[src/rtl/sort_rd_arbiter.sv]
// Round-robin AXI read-address arbiter for the sort kernels, with per-kernel
// outstanding-burst limits and rid-based routing of R beats back to kernels.
module sort_rd_arbiter #(
    parameter int unsigned KERNEL_NUM = 8,
    parameter int unsigned ID_WIDTH   = 5,
    parameter int unsigned ADDR_WIDTH = 64,
    parameter int unsigned DATA_WIDTH = 512,
    parameter int unsigned MAX_OUTS   = 4
) (
    input  logic                             clk,
    input  logic                             rst_n,
    input  logic [KERNEL_NUM-1:0]            k_arvalid,
    output logic [KERNEL_NUM-1:0]            k_arready,
    input  logic [KERNEL_NUM*ADDR_WIDTH-1:0] k_araddr,
    input  logic [KERNEL_NUM*8-1:0]          k_arlen,
    output logic [KERNEL_NUM-1:0]            k_rvalid,
    input  logic [KERNEL_NUM-1:0]            k_rready,
    output logic [DATA_WIDTH-1:0]            k_rdata,
    output logic                             k_rlast,
    output logic [1:0]                       k_rresp,
    output logic [ID_WIDTH-1:0]              m_axi_snap_arid,
    output logic [ADDR_WIDTH-1:0]            m_axi_snap_araddr,
    output logic [7:0]                       m_axi_snap_arlen,
    output logic [2:0]                       m_axi_snap_arsize,
    output logic [1:0]                       m_axi_snap_arburst,
    output logic                             m_axi_snap_arvalid,
    input  logic                             m_axi_snap_arready,
    input  logic [ID_WIDTH-1:0]              m_axi_snap_rid,
    input  logic [DATA_WIDTH-1:0]            m_axi_snap_rdata,
    input  logic [1:0]                       m_axi_snap_rresp,
    input  logic                             m_axi_snap_rlast,
    input  logic                             m_axi_snap_rvalid,
    output logic                             m_axi_snap_rready,
    output logic                             o_rid_err
);

    localparam int unsigned IDX_W = $clog2(KERNEL_NUM);
    localparam int unsigned CNT_W = $clog2(MAX_OUTS + 1);

    typedef enum logic {AR_IDLE, AR_HOLD} ar_state_e;

    ar_state_e             state_q, state_d;
    logic [ID_WIDTH-1:0]   arid_q, arid_d;
    logic [ADDR_WIDTH-1:0] araddr_q, araddr_d;
    logic [7:0]            arlen_q, arlen_d;
    logic [IDX_W-1:0]      last_grant_q, last_grant_d;
    logic [CNT_W-1:0]      outs_q [KERNEL_NUM];
    logic [CNT_W-1:0]      outs_d [KERNEL_NUM];
    logic                  rid_err_q, rid_err_d;

    logic [KERNEL_NUM-1:0] eligible;
    logic [KERNEL_NUM-1:0] grant_oh;
    logic [KERNEL_NUM-1:0] r_done;
    logic                  grant_vld;
    logic [IDX_W-1:0]      grant_idx;
    logic [IDX_W-1:0]      cand;
    logic                  capture;
    logic                  rid_in_range;
    logic [IDX_W-1:0]      rid_idx;

    always_comb begin
        eligible = '0;
        for (int unsigned i = 0; i < KERNEL_NUM; i++) begin
            eligible[i] = k_arvalid[i] && (32'(outs_q[i]) < MAX_OUTS);
        end
    end

    // Search starts one past the last grant and wraps, ending on last_grant itself.
    always_comb begin
        cand      = '0;
        grant_vld = 1'b0;
        grant_idx = '0;
        for (int unsigned off = 1; off <= KERNEL_NUM; off++) begin
            cand = IDX_W'((32'(last_grant_q) + off) % KERNEL_NUM);
            if (!grant_vld && eligible[cand]) begin
                grant_vld = 1'b1;
                grant_idx = cand;
            end
        end
    end

    assign capture = (state_q == AR_IDLE) || m_axi_snap_arready;

    always_comb begin
        grant_oh = '0;
        if (capture && grant_vld) begin
            grant_oh[grant_idx] = 1'b1;
        end
    end

    assign k_arready = grant_oh;

    always_comb begin
        state_d      = state_q;
        arid_d       = arid_q;
        araddr_d     = araddr_q;
        arlen_d      = arlen_q;
        last_grant_d = last_grant_q;
        if (capture) begin
            if (grant_vld) begin
                state_d      = AR_HOLD;
                arid_d       = ID_WIDTH'(grant_idx);
                araddr_d     = k_araddr[grant_idx*ADDR_WIDTH +: ADDR_WIDTH];
                arlen_d      = k_arlen[grant_idx*8 +: 8];
                last_grant_d = grant_idx;
            end else begin
                state_d = AR_IDLE;
            end
        end
    end

    assign rid_in_range = 32'(m_axi_snap_rid) < KERNEL_NUM;
    assign rid_idx      = IDX_W'(m_axi_snap_rid);

    // Beats with an unknown rid are drained so the shared R channel never stalls.
    assign m_axi_snap_rready = rid_in_range ? k_rready[rid_idx] : 1'b1;

    always_comb begin
        k_rvalid = '0;
        r_done   = '0;
        if (m_axi_snap_rvalid && rid_in_range) begin
            k_rvalid[rid_idx] = 1'b1;
            r_done[rid_idx]   = m_axi_snap_rready && m_axi_snap_rlast;
        end
    end

    assign rid_err_d = rid_err_q || (m_axi_snap_rvalid && !rid_in_range);

    always_comb begin
        for (int unsigned i = 0; i < KERNEL_NUM; i++) begin
            outs_d[i] = outs_q[i];
            if (grant_oh[i] && !r_done[i]) begin
                outs_d[i] = outs_q[i] + CNT_W'(1);
            end else if (r_done[i] && !grant_oh[i] && outs_q[i] != '0) begin
                outs_d[i] = outs_q[i] - CNT_W'(1);
            end
        end
    end

    always_ff @(posedge clk or negedge rst_n) begin
        if (!rst_n) begin
            state_q      <= AR_IDLE;
            arid_q       <= '0;
            araddr_q     <= '0;
            arlen_q      <= '0;
            last_grant_q <= IDX_W'(KERNEL_NUM - 1);
            rid_err_q    <= 1'b0;
            for (int unsigned i = 0; i < KERNEL_NUM; i++) begin
                outs_q[i] <= '0;
            end
        end else begin
            state_q      <= state_d;
            arid_q       <= arid_d;
            araddr_q     <= araddr_d;
            arlen_q      <= arlen_d;
            last_grant_q <= last_grant_d;
            rid_err_q    <= rid_err_d;
            for (int unsigned i = 0; i < KERNEL_NUM; i++) begin
                outs_q[i] <= outs_d[i];
            end
        end
    end

    assign m_axi_snap_arvalid = (state_q == AR_HOLD);
    assign m_axi_snap_arid    = arid_q;
    assign m_axi_snap_araddr  = araddr_q;
    assign m_axi_snap_arlen   = arlen_q;
    assign m_axi_snap_arsize  = 3'b110;
    assign m_axi_snap_arburst = 2'b01;

    assign k_rdata  = m_axi_snap_rdata;
    assign k_rlast  = m_axi_snap_rlast;
    assign k_rresp  = m_axi_snap_rresp;
    assign o_rid_err = rid_err_q;

endmodule

[config.mk]
export PLATFORM = sky130hd
export DESIGN_NAME = sort_rd_arbiter
export DESIGN_NICKNAME = d
export VERILOG_FILES = /design/src/rtl/sort_rd_arbiter.sv
export SDC_FILE = /design/constraint.sdc
export NUM_CORES = 1
export LEC_CHECK = 0
export ABC_AREA = 1
export CAP_MARGIN = 20
export CORE_AREA = 4 4 664 666
export DETAILED_ROUTE_END_ITERATION = 12
export DIE_AREA = 0 0 668 670
export PLACE_DENSITY = 0.3
export SLEW_MARGIN = 20
export SYNTH_ARGS = -nofsm -noshare
export SYNTH_HDL_FRONTEND = slang
export SYNTH_SLANG_ARGS = --single-unit
[constraint.sdc]
create_clock -name clk -period 3.7 [get_ports clk]
set_input_delay 0.555 -clock clk [delete_from_list [all_inputs] [get_ports clk]]
set_output_delay 0.555 -clock clk [all_outputs]
set_load 0.005 [all_outputs]
== Word-level counts from Yosys, hierarchy flattened ==
Cells that the tools add are included.

* Register bits after elaboration: 104
* Output and inout port bits: 616

* Add/subtract/negate cells: 24
* $lt $le $gt $ge: 21
* Shift-type cells: 2
* Multiplexer cells: 59
* Bitwise gates (word level): 2
* Reduce and logical (&&, ||, !) cells: 88

{| class="wikitable"
|+ Operator list
! kind !! number
|-
| $shiftx A512 B10 Y64 || 1
|-
| $mux W3 || 24
|-
| $shiftx A64 B7 Y8 || 1
|-
| $logic_and A1 B1 Y1 || 45
|-
| $lt A3 B4 Y1 const B || 10
|-
| $add A3 B1 Y3 const B || 10
|-
| $bmux W1 S3 || 9
|-
| $logic_not A1 Y1 || 24
|-
| $lt A3 B3 Y1 const B || 8
|-
| $mux W8 || 3
|-
| $reduce_bool A3 Y1 || 8
|-
| $sub A3 B1 Y3 const B || 8
|-
| $mux W1 || 21
|-
| $reduce_bool A2 Y1 || 8
|-
| $add A3 B3 Y3 const B || 4
|-
| $and A8 B8 Y8 || 1
|-
| $add A3 B2 Y3 const B || 2
|-
| $demux W1 S3 || 2
|-
| $ge A3 B1 Y1 const B || 2
|-
| $lt A5 B4 Y1 const B || 1
|-
| $logic_or A1 B1 Y1 || 2
|-
| $reduce_and A2 Y1 || 1
|-
| $not A1 Y1 || 1
|}

== Longest topological paths before layout ==
Gate-level depths: netlist of the first run.

* Word-level depth: 36
* Mapped depth: 26

== Worst setup path after synthesis of the first run ==
OpenSTA, ideal clock, no wires.

* Kind: flip-flop to flip-flop
* From: register last_grant_q[1]
* To: register outs_q[14] (netlist bit)
* Setup time: 0.116 ns
* Data arrival time: 3.356 ns
* Data required time: 3.584 ns
* Slack: 0.228 ns
* Stages on the path, launching flop included: 23
* Path buffers: 3
* Path through: dfstp_2 buf_2 inv_2 ha_1 clkbuf_1 inv_1 nand3_1 nand3_1 nand2_1 nor2_1 nand4_2 nor2_4 nand3_1 nand3_2 buf_6 nand3_4 nor2_1 nand2_1 fa_1 inv_1 nand2_1 nand3_1 nand2_1

* Word-level cells in the longest chain between the ends: 34
* Elaborated cells between the ends (all ways): 67
* Classes of those cells: 8 x add/sub; 2 x order compare; 36 x mux; 21 x reduce/logical

{| class="wikitable"
|+ RTL lines
! element !! line !! text
|-
| start: declaration || 46 || <nowiki>logic [IDX_W-1:0] last_grant_q, last_grant_d;</nowiki>
|-
| start signal: assignment || 146 || <nowiki>last_grant_q <= IDX_W'(KERNEL_NUM - 1);</nowiki>
|-
| start signal: assignment || 156 || <nowiki>last_grant_q <= last_grant_d;</nowiki>
|-
| $add A3 B1 Y3 || 74 || <nowiki>cand = IDX_W'((32'(last_grant_q) + off) % KERNEL_NUM);</nowiki>
|-
| $bmux W1 S3 || 75 || <nowiki>if (!grant_vld && eligible[cand]) begin</nowiki>
|-
| $mux W1 (not written as such) || 75 ||
|-
| $mux W1 || 75 ||
|-
| $logic_not A1 Y1 || 75 ||
|-
| $logic_and A1 B1 Y1 || 75 ||
|-
| $mux W1 || 75 ||
|-
| $logic_not A1 Y1 || 75 ||
|-
| [18 not listed] || - ||
|-
| $logic_and A1 B1 Y1 (not written as such) || 87 || <nowiki>grant_oh[grant_idx] = 1'b1;</nowiki>
|-
| $mux W1 (not written as such) || 87 ||
|-
| $demux W1 S3 || 87 ||
|-
| $mux W8 * || 86 || <nowiki>if (capture && grant_vld) begin</nowiki>
|-
| net k_arready[3] || 13 || <nowiki>output logic [KERNEL_NUM-1:0] k_arready,</nowiki>
|-
| $logic_not A1 Y1 || 134 || <nowiki>end else if (r_done[i] && !grant_oh[i] && outs_q[i] != '0) begin</nowiki>
|-
| $logic_and A1 B1 Y1 (2 in a row) || 134 ||
|-
| $reduce_bool A2 Y1 (no source line) || - ||
|-
| end signal: indexed assignment || 159 || <nowiki>outs_q[i] <= outs_d[i];</nowiki>
|-
| end: declaration || 47 || <nowiki>logic [CNT_W-1:0] outs_q [KERNEL_NUM];</nowiki>
|}

Mark *: on every way through the listed nets, which the timed path passes. The rest lies on a longest branch. The select of a mux whose other input is x is not followed.
A chain may end at the register's enable or synchronous reset.

== Worst setup path after layout of the first run ==
* From: register last_grant_q[0]
* To: output k_arready[5]

* Word-level cells in the longest chain between the ends: 30
* Elaborated cells between the ends (all ways): 61
* Classes of those cells: 8 x add/sub; 2 x order compare; 35 x mux; 16 x reduce/logical

{| class="wikitable"
|+ RTL lines
! element !! line
|-
| $add A3 B1 Y3 || 74
|-
| $bmux W1 S3 || 75
|-
| $mux W1 (not written as such) || 75
|-
| $mux W1 || 75
|-
| $logic_not A1 Y1 || 75
|-
| $logic_and A1 B1 Y1 || 75
|-
| $mux W1 || 75
|-
| $logic_not A1 Y1 || 75
|-
| [14 not listed] || -
|-
| $logic_not A1 Y1 || 75
|-
| $logic_and A1 B1 Y1 || 75
|-
| $mux W3 || 75
|-
| $lt A3 B4 Y1 (not written as such) or $ge A3 B1 Y1 (tied branches) || 87
|-
| $logic_and A1 B1 Y1 (not written as such) || 87
|-
| $mux W1 (not written as such) || 87
|-
| $demux W1 S3 || 87
|-
| $mux W8 * || 86
|-
| end: declaration || 13
|}

Every way passes the cells marked *; elsewhere a longest branch is shown, timed or not. The select of a mux whose other input is x is not followed.

==> results of run 1 <==
-- worst max-delay path: cells and delay by family (launching register included) --
kind	cells	cell delay (ns)
adders and majority gates	1	0.30
buffers and inverters	8	0.79
DFF	1	0.58
and+or+nand+nor	10	1.04
-- synth_stat cells, drive strengths merged --
cell type / n
a21oi: 4
a31oi: 5
and2: 1
and3: 1
buf: 622
clkbuf: 31
clkinv: 1
conb: 2
dfrtp: 101
dfstp: 3
fa: 8
ha: 2
inv: 57
nand2: 1230
nand3: 294
nand4: 6
nor2: 244
nor3: 6
nor4: 8
o21ai: 19
o21bai: 1
xnor2: 2
xor2: 5
-- stage by stage --
stage,worst slack [ns],power [µW],cells
detailed placement,-0.486,50600,8664
global placement,-0.565,51000,8664
floorplan,0.228,20200,2658
CTS,-0.232,56800,8715
global route,-0.328,67800,8765
finish,-0.109,62100,8769
-- per-layer routing --
metal  GRT usage [%]  vias to the layer above  wire (µm)  share of wire [%]
met2            24.0                     1728     160000                 52
met3            15.1                      226      75800                 25
li1                -                     8398          -                  -
met1            7.57                     8267      65000                 21
met5           0.956                        -        650               0.21
met4            3.11                       18       8320                2.7
-- state kept, by name, summed over array words and instances, names as in the netlist --
name	cells
last_grant_q	3
m_axi_snap_araddr	64
m_axi_snap_arid	3
m_axi_snap_arlen	8
m_axi_snap_arvalid	1
o_rid_err	1
outs_q	24
-- power groups by stage --
| stage | logic [µW] | registers (µW) | clock network [µW] |
|---|---|---|---|
| 4_1_cts | 52600 | 2350 | 1870 |
| 3_3_place_gp | 48600 | 2360 | 0 |
| 2_1_floorplan | 18000 | 2240 | 0 |
| 5_1_grt | 63500 | 2420 | 1830 |
| 6_report | 58100 | 2340 | 1620 |
| 3_5_place_dp | 48300 | 2360 | 0 |
-- kinds of logic (layout without fill, tap and decap cells) --
logic type / Yosys count / count (layout) / share of synthesized area (%)
xor gates and xnor gates: 7 / 7 / 0.554
and+or+nand+nor: 1790 / 1790 / 47.7
DFF: 104 / 104 / 17.2
AOI/OAI and AO/OA: 29 / 29 / 1.04
other: 2 / 18 / 0.0497
adders and majority gates: 10 / 10 / 1.22
buffers and inverters: 711 / 1077 / 32.2
-- timing repair --
action | CTS | global route
pin swaps | 50 | 90
cloned | 4 | 16
endpoints found under the setup margin | 88 | 90
resized for setup | 200 | 257
setup buffers | 30 | 34
-- worst max-delay path by stage --
stage | end | slack (ns)
after floorplan | outs_q[14] | 0.23
after global placement | k_arready[2] | -0.57
after detailed placement | k_arready[2] | -0.49
after CTS | k_arready[5] | -0.23
after global routing | k_arready[5] | -0.33
final | k_arready[5] | -0.11
-- final cells by class --
cell class / count / area [µm²]
tap: 5734 / 7170
antenna: 11 / 27.5
multi-input combinational: 1843 / 9060
clock buffer: 14 / 339
inverter: 58 / 238
fill: 51439 / 404000
timing repair buffer: 1002 / 11000
clock inverter: 3 / 45.0
sequential: 104 / 2610
==> impl_metrics.xml, run 1 <==
<?xml version="1.0" encoding="UTF-8"?>
<metrics>
  <group name="critical_path">
    <metric name="worstReg2RegEnd" unit="">m_axi_snap_araddr[57]</metric>
    <metric name="reg2reg_from" unit="">last_grant_q[0]</metric>
    <metric name="critPathSlowestCell" unit="">sky130_fd_sc_hd__dfstp_2</metric>
    <metric name="startpoint_type" unit="">register</metric>
    <metric name="critical_path_required" unit="ns">3.14</metric>
    <metric name="timing.reg2reg.worst_path_depth" unit="">24</metric>
    <metric name="r2r_slack" unit="ns">-0.05</metric>
    <metric name="worst_path_most_repeated_cell" unit="">sky130_fd_sc_hd__nor2_4</metric>
    <metric name="criticalPathCategory" unit="">register to output port</metric>
    <metric name="crit_chain" unit="">inv_2, ha_4, buf_8, nand3_4, nand3_4, nand2_4, nor2_4, nand4_4, nor2_4, nand4_1, inv_2, nor2_4, buf_4, nor2_4, buf_6, buf_12, nand2_4, inv_2, buf_6</metric>
    <metric name="worst_ep_arrival_time" unit="ns">3.25</metric>
    <metric name="largest_fanout_of_any_net_on_the_critical_path" unit="">5</metric>
    <metric name="critical_path.endpoint_type" unit="">output port</metric>
    <metric name="crit_start" unit="">last_grant_q[0]</metric>
    <metric name="critPathMaxStageDelay" unit="ns">0.58</metric>
  </group>
  <group name="yosys">
    <metric name="synth.lib_cells_used.distinct" unit="">36</metric>
    <metric name="syn_area_per_cell" unit="µm²">5.70</metric>
    <metric name="synthTopCellsByArea" unit="">sky130_fd_sc_hd__nand2_1 31%, sky130_fd_sc_hd__buf_4 27%, sky130_fd_sc_hd__dfrtp_1 17%, sky130_fd_sc_hd__nand3_1 9.5%, sky130_fd_sc_hd__nor2_1 6.0%</metric>
    <metric name="yosys.area.top_type" unit="">sky130_fd_sc_hd__nand2_1</metric>
    <metric name="synthesis.area" unit="mm²">0.0151</metric>
    <metric name="synth-seq-cells" unit="">104</metric>
    <metric name="yosysWarningCount" unit="">0</metric>
    <metric name="synthesized_instance_count" unit="">2653</metric>
    <metric name="synth_top_area_share" unit="%">30.5</metric>
    <metric name="yosysSeqAreaShare" unit="%">17.2</metric>
  </group>
  <group name="floorplanning">
    <metric name="io_pins" unit="">1732</metric>
    <metric name="floorplan.core_area" unit="mm²">0.434</metric>
    <metric name="starting_utilization_of_the_core_area" unit="%">3.48</metric>
    <metric name="dieWidth" unit="µm">668</metric>
    <metric name="floorplan.rows" unit="">242</metric>
    <metric name="die_area" unit="mm²">0.448</metric>
    <metric name="floorplan.die.height" unit="µm">670</metric>
  </group>
  <group name="power">
    <metric name="power_frac_comb" unit="%">93.6</metric>
    <metric name="power.share.sequential" unit="%">3.8</metric>
    <metric name="p_int" unit="µW">26100</metric>
    <metric name="lkg_pwr" unit="µW">0.0119</metric>
    <metric name="max-vdd-ir-drop" unit="mV">1.01</metric>
    <metric name="power.switching" unit="µW">36000</metric>
    <metric name="power_density" unit="mW/mm²">2030</metric>
    <metric name="power.switching_fraction" unit="%">58.0</metric>
    <metric name="power_frac_clock" unit="%">2.6</metric>
  </group>
  <group name="global_routing">
    <metric name="grt_max_degree" unit="">82</metric>
    <metric name="grt_total_usage" unit="%">13.0</metric>
    <metric name="grt_antenna_before_repair" unit="">59</metric>
    <metric name="total_gr_overflow" unit="">0</metric>
    <metric name="first_global_vias" unit="">18301</metric>
    <metric name="wire_length_of_the_first_global_routing_pass" unit="µm">345000</metric>
  </group>
  <group name="clock_network">
    <metric name="cts.path.max_buffers" unit="">3</metric>
    <metric name="clock_tree.htree_level_count" unit="">3</metric>
    <metric name="cts_buffers" unit="">13</metric>
    <metric name="tritoncts" unit="">built</metric>
    <metric name="postCtsHoldBufs" unit="">0</metric>
    <metric name="clock_latency" unit="ns">0.59</metric>
    <metric name="clock_sinks" unit="">104</metric>
    <metric name="path_clk_slew" unit="ns">0.12</metric>
    <metric name="cts_root_buffer" unit="">sky130_fd_sc_hd__clkbuf_16</metric>
  </group>
  <group name="status">
    <metric name="run_status" unit="">finished with violations</metric>
    <metric name="failed_checks" unit="">hold timing, setup timing</metric>
  </group>
  <group name="timing">
    <metric name="worstMarginPinSlew" unit="ns">0.842</metric>
    <metric name="timing.hold.ws" unit="ns">-0.00333</metric>
    <metric name="setup-violations-final" unit="">14</metric>
    <metric name="final.setup_skew" unit="ns">0.0459</metric>
    <metric name="setup_slack" unit="ns">-0.109</metric>
    <metric name="setup_total_negative_slack" unit="ns">-0.663</metric>
    <metric name="period_utilisation_layout" unit="%">103</metric>
    <metric name="count_of_final_max_slew_check_failures" unit="">0</metric>
    <metric name="rsz0062_at_grt" unit="">yes</metric>
    <metric name="slew_headroom" unit="%">43.9</metric>
    <metric name="timing.final.hold_violations" unit="">1</metric>
    <metric name="clock.fmax" unit="MHz">263</metric>
    <metric name="layout_min_cycle_time" unit="ns">3.81</metric>
  </group>
  <group name="flow_run">
    <metric name="max-cap-violations" unit="">0</metric>
  </group>
  <group name="cells_and_area">
    <metric name="postLayoutCoreUtil" unit="%">7.03</metric>
    <metric name="flow.area_growth_from_synthesis" unit="%">102</metric>
    <metric name="final_cell_mix" unit="">1135 x sky130_fd_sc_hd__nand2_1, 685 x sky130_fd_sc_hd__clkdlybuf4s50_1, 206 x sky130_fd_sc_hd__nand3_1, 196 x sky130_fd_sc_hd__nor2_1, 156 x sky130_fd_sc_hd__buf_4</metric>
    <metric name="nNetsFinal" unit="">4148</metric>
    <metric name="ratio_of_cells_with_drive_above_1_in_the_final_layout" unit="%">19.9</metric>
    <metric name="final_common_cell" unit="">sky130_fd_sc_hd__nand2_1</metric>
    <metric name="layout.cell_area.non_filler" unit="mm²">0.0305</metric>
  </group>
  <group name="place">
    <metric name="placedInstanceArea" unit="mm²">0.0274</metric>
    <metric name="globalplace.congestion" unit="">0.793</metric>
    <metric name="detailedPlacementHpwl" unit="µm">280000</metric>
    <metric name="io_buffer_count" unit="">696</metric>
  </group>
  <group name="drt">
    <metric name="drt-pass1-iter-count" unit="">5</metric>
    <metric name="antenna_violating_nets_post_route" unit="">0</metric>
    <metric name="detail_route.drc_violations" unit="">0</metric>
    <metric name="post_drt_via_cell_ratio" unit="">2.13</metric>
    <metric name="dr.first_iter.drc_count" unit="">1092</metric>
    <metric name="drt_wl_total" unit="µm">309000</metric>
    <metric name="num_vias" unit="">18637</metric>
    <metric name="detail_route.wl_per_cell" unit="µm">35.3</metric>
  </group>
  <group name="worst_hold_path">
    <metric name="worstHoldPathType" unit="">input pin to asynchronous set/reset pin</metric>
  </group>
</metrics>
(Power assumes the default switching activity.)
==> run 2, diff against run 1 <==
Settings changed: GPL_TIMING_DRIVEN set to 0, MAX_ROUTING_LAYER set to met4.
==> run 2 against run 1 <==
The run ends with setup timing left. Sequential share of layout area decreased by 1.9 points. Sequential cell count did not move. Routed wire length is 11% higher. Largest cell class unchanged. Highest routed layer is now met4.
==> impl_metrics.xml, run 2 (synthesized netlist as in run 1, its figures left out) <==
<?xml version="1.0" encoding="UTF-8"?>
<metrics>
  <group name="status">
    <metric name="run_status" unit="">finished with violations</metric>
    <metric name="failed_checks" unit="">setup timing</metric>
  </group>
  <group name="timing">
    <metric name="rsz0062_at_grt" unit="">yes</metric>
    <metric name="timing.final.hold_violations" unit="">0</metric>
    <metric name="setup_slack" unit="ns">-0.230</metric>
    <metric name="slew_headroom" unit="%">42.7</metric>
    <metric name="layout_min_cycle_time" unit="ns">3.93</metric>
    <metric name="worstMarginPinSlew" unit="ns">0.857</metric>
    <metric name="count_of_final_max_slew_check_failures" unit="">0</metric>
    <metric name="period_utilisation_layout" unit="%">106</metric>
    <metric name="final.setup_skew" unit="ns">0.0645</metric>
    <metric name="setup-violations-final" unit="">28</metric>
    <metric name="clock.fmax" unit="MHz">254</metric>
  </group>
  <group name="critical_path">
    <metric name="critPathMaxStageDelay" unit="ns">0.59</metric>
    <metric name="worstReg2RegEnd" unit="">m_axi_snap_arlen[0]</metric>
    <metric name="worst_ep_arrival_time" unit="ns">3.38</metric>
    <metric name="reg2reg_from" unit="">last_grant_q[0]</metric>
    <metric name="worst_path_most_repeated_cell" unit="">sky130_fd_sc_hd__nor2_4</metric>
    <metric name="largest_fanout_of_any_net_on_the_critical_path" unit="">7</metric>
    <metric name="critPathBufInv" unit="">8</metric>
    <metric name="critical_path.endpoint_type" unit="">output port</metric>
    <metric name="critical-path-top-delay-family" unit="">simple AND/OR/NAND/NOR gates</metric>
    <metric name="critical_path_required" unit="ns">3.14</metric>
    <metric name="timing.reg2reg.worst_path_depth" unit="">24</metric>
    <metric name="critPathSlowestCell" unit="">sky130_fd_sc_hd__dfstp_2</metric>
    <metric name="startpoint_type" unit="">register</metric>
    <metric name="r2r_slack" unit="ns">-0.11</metric>
    <metric name="criticalPathCategory" unit="">register to output port</metric>
    <metric name="crit_chain" unit="">inv_4, buf_8, ha_4, inv_8, nand3_4, nand3_2, nand2_2, inv_2, nand4_4, nor2_4, nand3_2, nand2_2, nor2_4, nor2_4, buf_12, buf_8, nand2_4, inv_2, buf_6</metric>
  </group>
  <group name="floorplanning">
    <metric name="floorplan.core_area" unit="mm²">0.434</metric>
    <metric name="die_area" unit="mm²">0.448</metric>
    <metric name="floorplan.die.height" unit="µm">670</metric>
    <metric name="dieWidth" unit="µm">668</metric>
    <metric name="floorplan.rows" unit="">242</metric>
    <metric name="starting_utilization_of_the_core_area" unit="%">3.48</metric>
    <metric name="io_pins" unit="">1732</metric>
  </group>
  <group name="global_routing">
    <metric name="grt_antenna_before_repair" unit="">424</metric>
    <metric name="first_global_vias" unit="">23093</metric>
    <metric name="grt_max_degree" unit="">50</metric>
    <metric name="total_gr_overflow" unit="">0</metric>
    <metric name="grt_total_usage" unit="%">15.2</metric>
    <metric name="wire_length_of_the_first_global_routing_pass" unit="µm">393000</metric>
  </group>
  <group name="drt">
    <metric name="post_drt_via_cell_ratio" unit="">2.39</metric>
    <metric name="detail_route.drc_violations" unit="">0</metric>
    <metric name="drt_wl_total" unit="µm">343000</metric>
    <metric name="num_vias" unit="">23534</metric>
    <metric name="antenna_violating_nets_post_route" unit="">0</metric>
    <metric name="detail_route.wl_per_cell" unit="µm">34.8</metric>
    <metric name="drt-pass1-iter-count" unit="">5</metric>
    <metric name="dr.first_iter.drc_count" unit="">1232</metric>
  </group>
  <group name="cells_and_area">
    <metric name="ratio_of_cells_with_drive_above_1_in_the_final_layout" unit="%">27.1</metric>
    <metric name="final_cell_mix" unit="">1200 x sky130_fd_sc_hd__clkdlybuf4s50_1, 1087 x sky130_fd_sc_hd__nand2_1, 593 x sky130_fd_sc_hd__buf_4, 215 x sky130_fd_sc_hd__nand3_1, 188 x sky130_fd_sc_hd__nor2_1</metric>
    <metric name="final_common_cell" unit="">sky130_fd_sc_hd__clkdlybuf4s50_1</metric>
    <metric name="fillCellCount" unit="">51081</metric>
    <metric name="flow.area_growth_from_synthesis" unit="%">158</metric>
    <metric name="number_of_flip_flops_under_the_largest_register_name" unit="">64</metric>
    <metric name="nNetsFinal" unit="">5094</metric>
  </group>
  <group name="clock_network">
    <metric name="clock_latency" unit="ns">0.57</metric>
    <metric name="path_clk_slew" unit="ns">0.14</metric>
    <metric name="cts_root_buffer" unit="">sky130_fd_sc_hd__clkbuf_16</metric>
    <metric name="clock_sinks" unit="">104</metric>
    <metric name="cts_buffers" unit="">13</metric>
    <metric name="cts.path.max_buffers" unit="">3</metric>
    <metric name="tritoncts" unit="">built</metric>
    <metric name="clock_tree.htree_level_count" unit="">3</metric>
  </group>
  <group name="place">
    <metric name="io_buffer_count" unit="">1209</metric>
    <metric name="globalplace.congestion" unit="">0.999</metric>
    <metric name="place_ws" unit="ns">-2.81</metric>
    <metric name="detailedPlacementHpwl" unit="µm">317000</metric>
  </group>
  <group name="worst_hold_path">
    <metric name="worstHoldPathType" unit="">input pin to asynchronous set/reset pin</metric>
  </group>
  <group name="flow_run">
    <metric name="max-cap-violations" unit="">0</metric>
  </group>
</metrics>
## run 2: changes by cell type in the layout (fill, tap and decap cells not counted), moves of 9 or more
cell,previous run,this run
sky130_fd_sc_hd__clkbuf_16,28,14
sky130_fd_sc_hd__buf_12,74,34
sky130_fd_sc_hd__nor2_4,23,35
sky130_fd_sc_hd__nand2_1,1135,1087
sky130_fd_sc_hd__nand3_1,206,215
sky130_fd_sc_hd__nand3_4,27,47
sky130_fd_sc_hd__diode_2,11,160
sky130_fd_sc_hd__clkdlybuf4s50_1,685,1200
sky130_fd_sc_hd__nand2_2,45,87
sky130_fd_sc_hd__buf_2,1,15
sky130_fd_sc_hd__buf_8,9,23
sky130_fd_sc_hd__buf_4,156,593
sky130_fd_sc_hd__nand3_2,61,32
## run 2: area by class of cell
type	instances	area (µm²)	share of cell area (%)
diodes	160	400	1.03
plain buffers	644	5410	13.9
clock buffers	13	325	0.834
clock inverters	4	76.3	0.196
inverters	58	263	0.674
multi-input cells	1843	9460	24.3
flip-flops and latches	104	2610	6.68
well taps	5734	7170	18.4
repair buffers	1304	13300	34.1
## run 2: worst max path at each step
stage / startpoint / cells after the start / to / slack (ns)
2_1_floorplan: last_grant_q[1] / 22 / outs_q[14] / 0.23
3_3_place_gp: rst_n / 1 / m_axi_snap_araddr[58] / -5.39
3_5_place_dp: last_grant_q[1] / 22 / m_axi_snap_araddr[47] / -2.81
4_1_cts: last_grant_q[0] / 18 / k_arready[4] / -0.37
5_1_grt: last_grant_q[0] / 17 / k_arready[3] / -0.43
6_report: last_grant_q[0] / 19 / k_arready[4] / -0.23
## run 2: per-stage QoR
step / util, % / instance area [µm²] / instances / setup TNS (ns) / hold WS (ns)
final: 8.98 / 39000 / 9864 / -2.32 / 0.391
after floorplan: - / 15100 / 2658 / 0 / 0.259
after detailed placement: 7.97 / 34600 / 9607 / -204.88 / 0.403
after CTS: 8.76 / 38000 / 9689 / -4.75 / 0.311
after global routing: 8.97 / 38900 / 9844 / -16.71 / 0.346
after global placement: 7.93 / 34400 / 9601 / -803.85 / 0.463
## run 2: timing repair
action | in CTS | in global routing
hold buffers | 1 | 0
gates cloned | 3 | 1
pin swaps | 68 | 40
buffers inserted | 71 | 14
setup endpoints to repair | 114 | 100
hold endpoints to repair | 9 | 0
gates resized for setup | 631 | 108
## run 2: metal layers
layer / up-vias / track usage, % / wire, µm
met3: 515 / 8.36 / 44200
met4: 0 / 2.49 / 8630
met1: 10859 / 13.3 / 107000
met2: 1611 / 28.5 / 184000
li1: 10549 / - / -
met5: - / - / 0
Power of run 2 is left out: the tool's default activity adds up to more than one toggle a clock period on the data nets, which glitch-free logic cannot reach.
